## src/rtl/io_bus_master.sv

```systemverilog
// rtl/io_bus_master.sv - CPU-side request/response to wait-stated IO bus master.
// Optional address check enabled by macro IO_ADDR_CHECK_EN.
module io_bus_master #(
  parameter int unsigned WAIT_CYCLES = 2,
  parameter logic [31:0] KEY_ADDR    = 32'h0000_7F00,
  parameter logic [31:0] LED_ADDR    = 32'h0000_7F04
) (
  input  logic        clk,
  input  logic        rst,
  input  logic        req_valid,
  output logic        req_ready,
  input  logic        req_we,
  input  logic [31:0] req_addr,
  input  logic [31:0] req_wdata,
  output logic        resp_valid,
  input  logic        resp_ready,
  output logic [31:0] resp_rdata,
  output logic        resp_err,
  output logic        io_ce,
  output logic        io_we,
  output logic [31:0] io_addr,
  output logic [31:0] io_wtData,
  input  logic [31:0] io_rdData
);

  localparam int CW = (WAIT_CYCLES > 0) ? $clog2(WAIT_CYCLES + 1) : 1;

  typedef enum logic [1:0] {IDLE, ACCESS, RESP} state_t;

  state_t        state, state_next;
  logic [CW-1:0] cnt;
  logic          we_q;
  logic [31:0]   addr_q;
  logic [31:0]   wdata_q;
  logic [31:0]   rdata_q;
  logic          err_q;
  logic          addr_ok;
  logic          in_access;
  logic          last_access;

`ifdef IO_ADDR_CHECK_EN
  assign addr_ok = (req_addr == KEY_ADDR) || (req_addr == LED_ADDR);
`else
  assign addr_ok = 1'b1;
`endif

  assign in_access   = (state == ACCESS);
  assign last_access = in_access && (cnt == '0);

  always_ff @(posedge clk or posedge rst) begin
    if (rst) state <= IDLE;
    else     state <= state_next;
  end

  always_comb begin
    state_next = state;
    case (state)
      IDLE:    if (req_valid) state_next = addr_ok ? ACCESS : RESP;
      ACCESS:  if (cnt == '0) state_next = RESP;
      RESP:    if (resp_ready) state_next = IDLE;
      default: state_next = IDLE;
    endcase
  end

  always_ff @(posedge clk or posedge rst) begin
    if (rst) begin
      cnt     <= '0;
      we_q    <= 1'b0;
      addr_q  <= '0;
      wdata_q <= '0;
      rdata_q <= '0;
      err_q   <= 1'b0;
    end else begin
      case (state)
        IDLE: begin
          if (req_valid) begin
            we_q    <= req_we;
            addr_q  <= req_addr;
            wdata_q <= req_wdata;
            cnt     <= CW'(WAIT_CYCLES);
            err_q   <= !addr_ok;
            // A rejected address goes straight to RESP, so its data is cleared here
            if (!addr_ok) rdata_q <= '0;
          end
        end
        ACCESS: begin
          if (cnt != '0) cnt <= cnt - 1'b1;
          else           rdata_q <= we_q ? 32'h0 : io_rdData;
        end
        default: ;
      endcase
    end
  end

  assign req_ready  = (state == IDLE);
  assign resp_valid = (state == RESP);
  assign resp_rdata = rdata_q;
`ifdef IO_ADDR_CHECK_EN
  assign resp_err   = err_q;
`else
  assign resp_err   = 1'b0 & err_q;
`endif

  // IO side is driven purely from state so an async reset silences it at once
  assign io_ce     = in_access;
  assign io_we     = last_access && we_q;
  assign io_addr   = in_access ? addr_q  : 32'h0;
  assign io_wtData = in_access ? wdata_q : 32'h0;

endmodule

```

## config.mk

```make
export PLATFORM = sky130hd
export DESIGN_NAME = io_bus_master
export DESIGN_NICKNAME = d
export VERILOG_FILES = /design/src/rtl/io_bus_master.sv
export SDC_FILE = /design/constraint.sdc
export NUM_CORES = 1
export LEC_CHECK = 0
export ABC_AREA = 0
export CAP_MARGIN = 20
export CORE_MARGIN = 2
export CORE_UTILIZATION = 43
export DETAILED_ROUTE_END_ITERATION = 10
export PLACE_DENSITY = 0.86
export SLEW_MARGIN = 40
export SYNTH_ARGS = -nofsm -noshare
export SYNTH_HDL_FRONTEND = slang
export SYNTH_SLANG_ARGS = --single-unit
```

## constraint.sdc

```tcl
create_clock -name clk -period 3.6 [get_ports clk]
set_input_delay 0.72 -clock clk [delete_from_list [all_inputs] [get_ports clk]]
set_output_delay 0.72 -clock clk [all_outputs]
set_load 0.05 [all_outputs]
```

* Yosys cells after proc, flatten, opt, wreduce, memory -nomap -nowiden *
Index checks and enable logic that the tools add are counted.

word-level totals
  bits of input ports = 101
  flip-flop bits (word level) = 101
  output and inout bits = 101
  word-level logic and storage cells = 34

cells by class
  equality and inequality tests = 6
  add/subtract/negate cells = 1
  muxes and demuxes = 10
  reductions and logical operators = 10
  bitwise logic cells = 1

operator list
  operator                                                               count
  32-bit 2-to-1 mux                                                      3
  2-bit 2-to-1 mux                                                       5
  2-bit by 1-bit != test with 1-bit output, second input constant        3
  2-bit one-hot mux with 3 select lines                                  1
  3-bit AND reduction                                                    2
  2-bit zero test                                                        2
  2-bit one-hot mux with 2 select lines                                  1
  2-bit AND reduction                                                    2
  2-bit nonzero test                                                     2
  2-bit by 1-bit equality test with 1-bit output, second input constant  1
  2-bit equality test, second input constant                             1
  1-bit logical AND                                                      2
  2-bit != test, second input constant                                   1
  2-bit by 1-bit subtractor with 2-bit output, second input constant     1
  1-bit NOT                                                              1

* Logic depth before layout (Yosys ltp) *
  depth in word-level cells = 3
  depth in mapped cells = 6
  depth with buffers taken out = 4

* Worst setup path after synthesis *
OpenSTA, ideal clock, no wires.

  path kind = register to output
  start = register state[0]
  end = output io_wtData[12]
  path buffers = 2
  setup slack = 1.352 ns
  cell stages (with the launch flop) = 5
  data arrival time = 1.528 ns
  required time = 2.880 ns
  cell sequence = dfrtp_1 -> clkbuf_1 -> and2b_2 -> buf_2 -> and2_1

between the ends
  word-level cells in the longest chain between the ends = 2

RTL lines
  what                                            line  text
  start: declaration                              30    state_t state, state_next;
  start signal: assignment                        52    else state <= state_next;
  2-bit by 1-bit equality test with 1-bit output  47    assign in_access = (state == ACCESS);
  named net io_ce                                 19    output logic io_ce,
  32-bit 2-to-1 mux                               108   assign io_wtData = in_access ? wdata_q : 32'h0;
  end: declaration                                22    output logic [31:0] io_wtData,

The timed path passes the listed nets, and every way through them passes these cells.

* Worst setup path in the final report *
  start = register state[0]
  end = output io_wtData[27]

between the ends
  word-level cells in the longest chain between the ends = 2

RTL lines
  what                                            line
  2-bit by 1-bit equality test with 1-bit output  47
  32-bit 2-to-1 mux                               108

No other way between the ends.

==> impl_metrics.py <==
metrics = {
    "drt": {
        "drc": 0,
        "drt_iter0_markers": 117,
        "wire_per_inst_um": 16.2,
        "vias": 3263,
        "drt_first_pass_iters": 4,
        "vias_per_cell": 4.81,
        "ant_nets": 0,
        "wirelength_mm": 11.0,
    },
    "synthesis": {
        "synth_area_leader_cell": "dfrtp_1",
        "yosysTopAreaCellShare": 0.541,
        "synth_seq_cells": 101,
        "netlist_instances": 340,
        "avgSynthCellArea_um2": 13.7,
        "syn_nets": 442,
        "syn-cell-area_mm2": 0.00467,
        "yosysWarnings": 0,
        "ys_types": 28,
        "synth.area.top_cells": "dfrtp_1 (54%), mux2_2 (16%), mux2_4 (9.3%), and2_1 (8.6%), nor2b_1 (4.4%)",
        "seq_area_frac_synth": 0.541,
    },
    "clocking": {
        "cts-root-buf": "clkbuf_8",
        "cts_tree": "done",
        "post_cts.repair.setup_buffers": 0,
        "cts.reportedPaths.clkPinSlew_ps": 100,
        "insertion_delay_ps": 370,
        "numCtsBuffers": 9,
        "ctsHoldBuffers": 0,
        "post_cts_resized": 0,
        "cts_buffer_depth": 2,
        "cts.sinks": 101,
        "htreeDepth": 3,
    },
    "worst_setup_path": {
        "arrival_ps": 2590,
        "critPathMaxStageDelay_ps": 820,
        "crit_type": "register to output port",
        "start_kind": "register",
        "rr_startpoint": "cnt[0]",
        "cp_slowest_cell": "clkdlybuf4s50_1",
        "cp-startpoint": "state[0]",
        "crit_fanout": 45,
        "critPathRequiredTime_ps": 2880,
        "path_cells": "and2b_2, buf_12, and2_1, clkdlybuf4s50_1",
        "end_kind": "output port",
    },
    "finish": {
        "num-fill-cells": 803,
        "num-nets-final": 635,
        "stdcell_count": 678,
        "drive_gt1_frac": 0.229,
        "multi_input_area_mm2": 0.00196,
        "regArea_mm2": 0.00253,
        "insertedDiodeCount": 0,
        "area_growth_pct": 50.1,
    },
    "floorplan": {
        "num_rows": 38,
        "ios": 202,
        "die_h_um": 108,
        "core_mm2": 0.0107,
        "dieWidth_um": 108,
        "die_area_mm2": 0.0117,
        "start_util": 0.437,
    },
    "sta": {
        "finalClockSkew_ps": 14.1,
        "grt_setup_unrepaired": "false",
        "fin_crit_sh": 0.920,
        "drv_slew": 0,
        "tns_ps": 0,
        "timing.final.hold_violations": 0,
        "max_slew_margin": 0.524,
        "setup_viol": 0,
        "fmax_mhz": 302,
        "tightest_slew_ps": 714,
        "fin_crit_ps": 3310,
    },
    "job": {
        "cap_violations": 0,
    },
    "global_routing": {
        "grt_overflow_total": 0,
        "antenna_found_initial": 0,
        "grt_start_max_net_pins": 59,
        "grt_pass1_vias": 3586,
        "grt_pass1_wl_mm": 17.4,
        "grt_usage": 0.191,
    },
    "place": {
        "dp_cells": 662,
        "place.gp.congestion": 0.733,
        "port_buffers": 200,
        "dp_hpwl_mm": 8.00,
    },
    "status": {
        "status": "finished clean",
    },
    "min_path": {
        "min_from": "wdata_q[4]",
        "hp-class": "register to register",
    },
}
==> synthesized netlist by cell type (all sizes together) <==
cell type and instances:
nand2b 1, mux2 97, o21bai 1, a21o 1
inv 4, nor4b 1, nor2b 33, and2 64
buf 14, a211oi 1, nor3b 1, and3b 2
a211o 1, and3 2, or2b 1, clkbuf 9
conb 1, ha 1, a21oi 1, and2b 1
and4bb 1, dfrtp 101, nor2 1
==> routing by layer <==
layer  GRT usage  vias to the layer above  routed length, um
met5           0                        -                  0
met3      0.0723                       16                824
met4      0.0623                        0                251
met2       0.336                      111               5720
li1            -                     1513                  -
met1       0.213                     1623               4190
==> cell type report <==
class | count | area share
clock inverters | 7 | 0.0196
multi-input cells | 212 | 0.280
inverters | 4 | 0.00286
flip-flops and latches | 101 | 0.361
well taps | 140 | 0.0250
clock buffers | 9 | 0.0177
repair buffers | 205 | 0.295
==> registers in the layout, indices dropped and copies added (netlist names) <==
| register | count |
|---|---|
| addr_q | 32 |
| cnt | 2 |
| resp_rdata | 32 |
| state | 2 |
| wdata_q | 32 |
| we_q | 1 |
==> stage by stage <==
step / setup WS (ps) / hold slack [ps] / util / instance area, um2
global placement: 804 / 480 / 0.630 / 6740
detailed placement: 677 / 487 / 0.631 / 6750
CTS: 250 / 509 / 0.655 / 7010
floorplan: 233 / 472 / - / 4670
finish: 287 / 501 / 0.655 / 7010
global route: 144 / 515 / 0.655 / 7010
==> logic make-up after synthesis <==
group,Yosys count,share of synthesized area
fa+ha+maj,1,0.00268
buf+inv,27,0.0413
mux,97,0.257
simple gates,108,0.149
flops,101,0.541
other cells,1,0.000803
compound gates,5,0.00777
==> worst max-delay path: cells and delay by family, from the launching register on <==
kind,cells,cell delay (ps)
buffers and inverters,2,1050
AND/OR/NAND/NOR,2,580
flip-flops,1,570
==> final timing paths <==
kind | slack [ps] | depth (start not counted) | endpoint
setup / recovery | 290 | 4 | io_wtData[27]
hold / removal | 500 | 1 | wdata_q[4]
setup reg to reg | 1600 | 4 | resp_rdata[12]
hold reg to reg | 500 | 1 | wdata_q[4]
max in group asynchronous | 2170 | 3 | resp_rdata[15]
min in group asynchronous | 790 | 2 | wdata_q[15]
==> cell usage in the layout (no fill, tap or decap), drive strengths merged <==
master,count
conb,1
a21oi,1
o21bai,1
mux2,97
and4bb,1
bufinv,4
buf,5
a211oi,1
and3,2
or2b,1
and2,64
clkbuf,9
nor4b,1
nor2,1
nor2b,33
dfrtp,101
and2b,1
clkinv,2
a211o,1
clkinvlp,1
nor3b,1
clkdlybuf4s50,200
a21o,1
inv,4
and3b,2
ha,1
nand2b,1
Power is not shown: default switching activity piles up to over one toggle a cycle in this logic, so the estimate is an artifact.
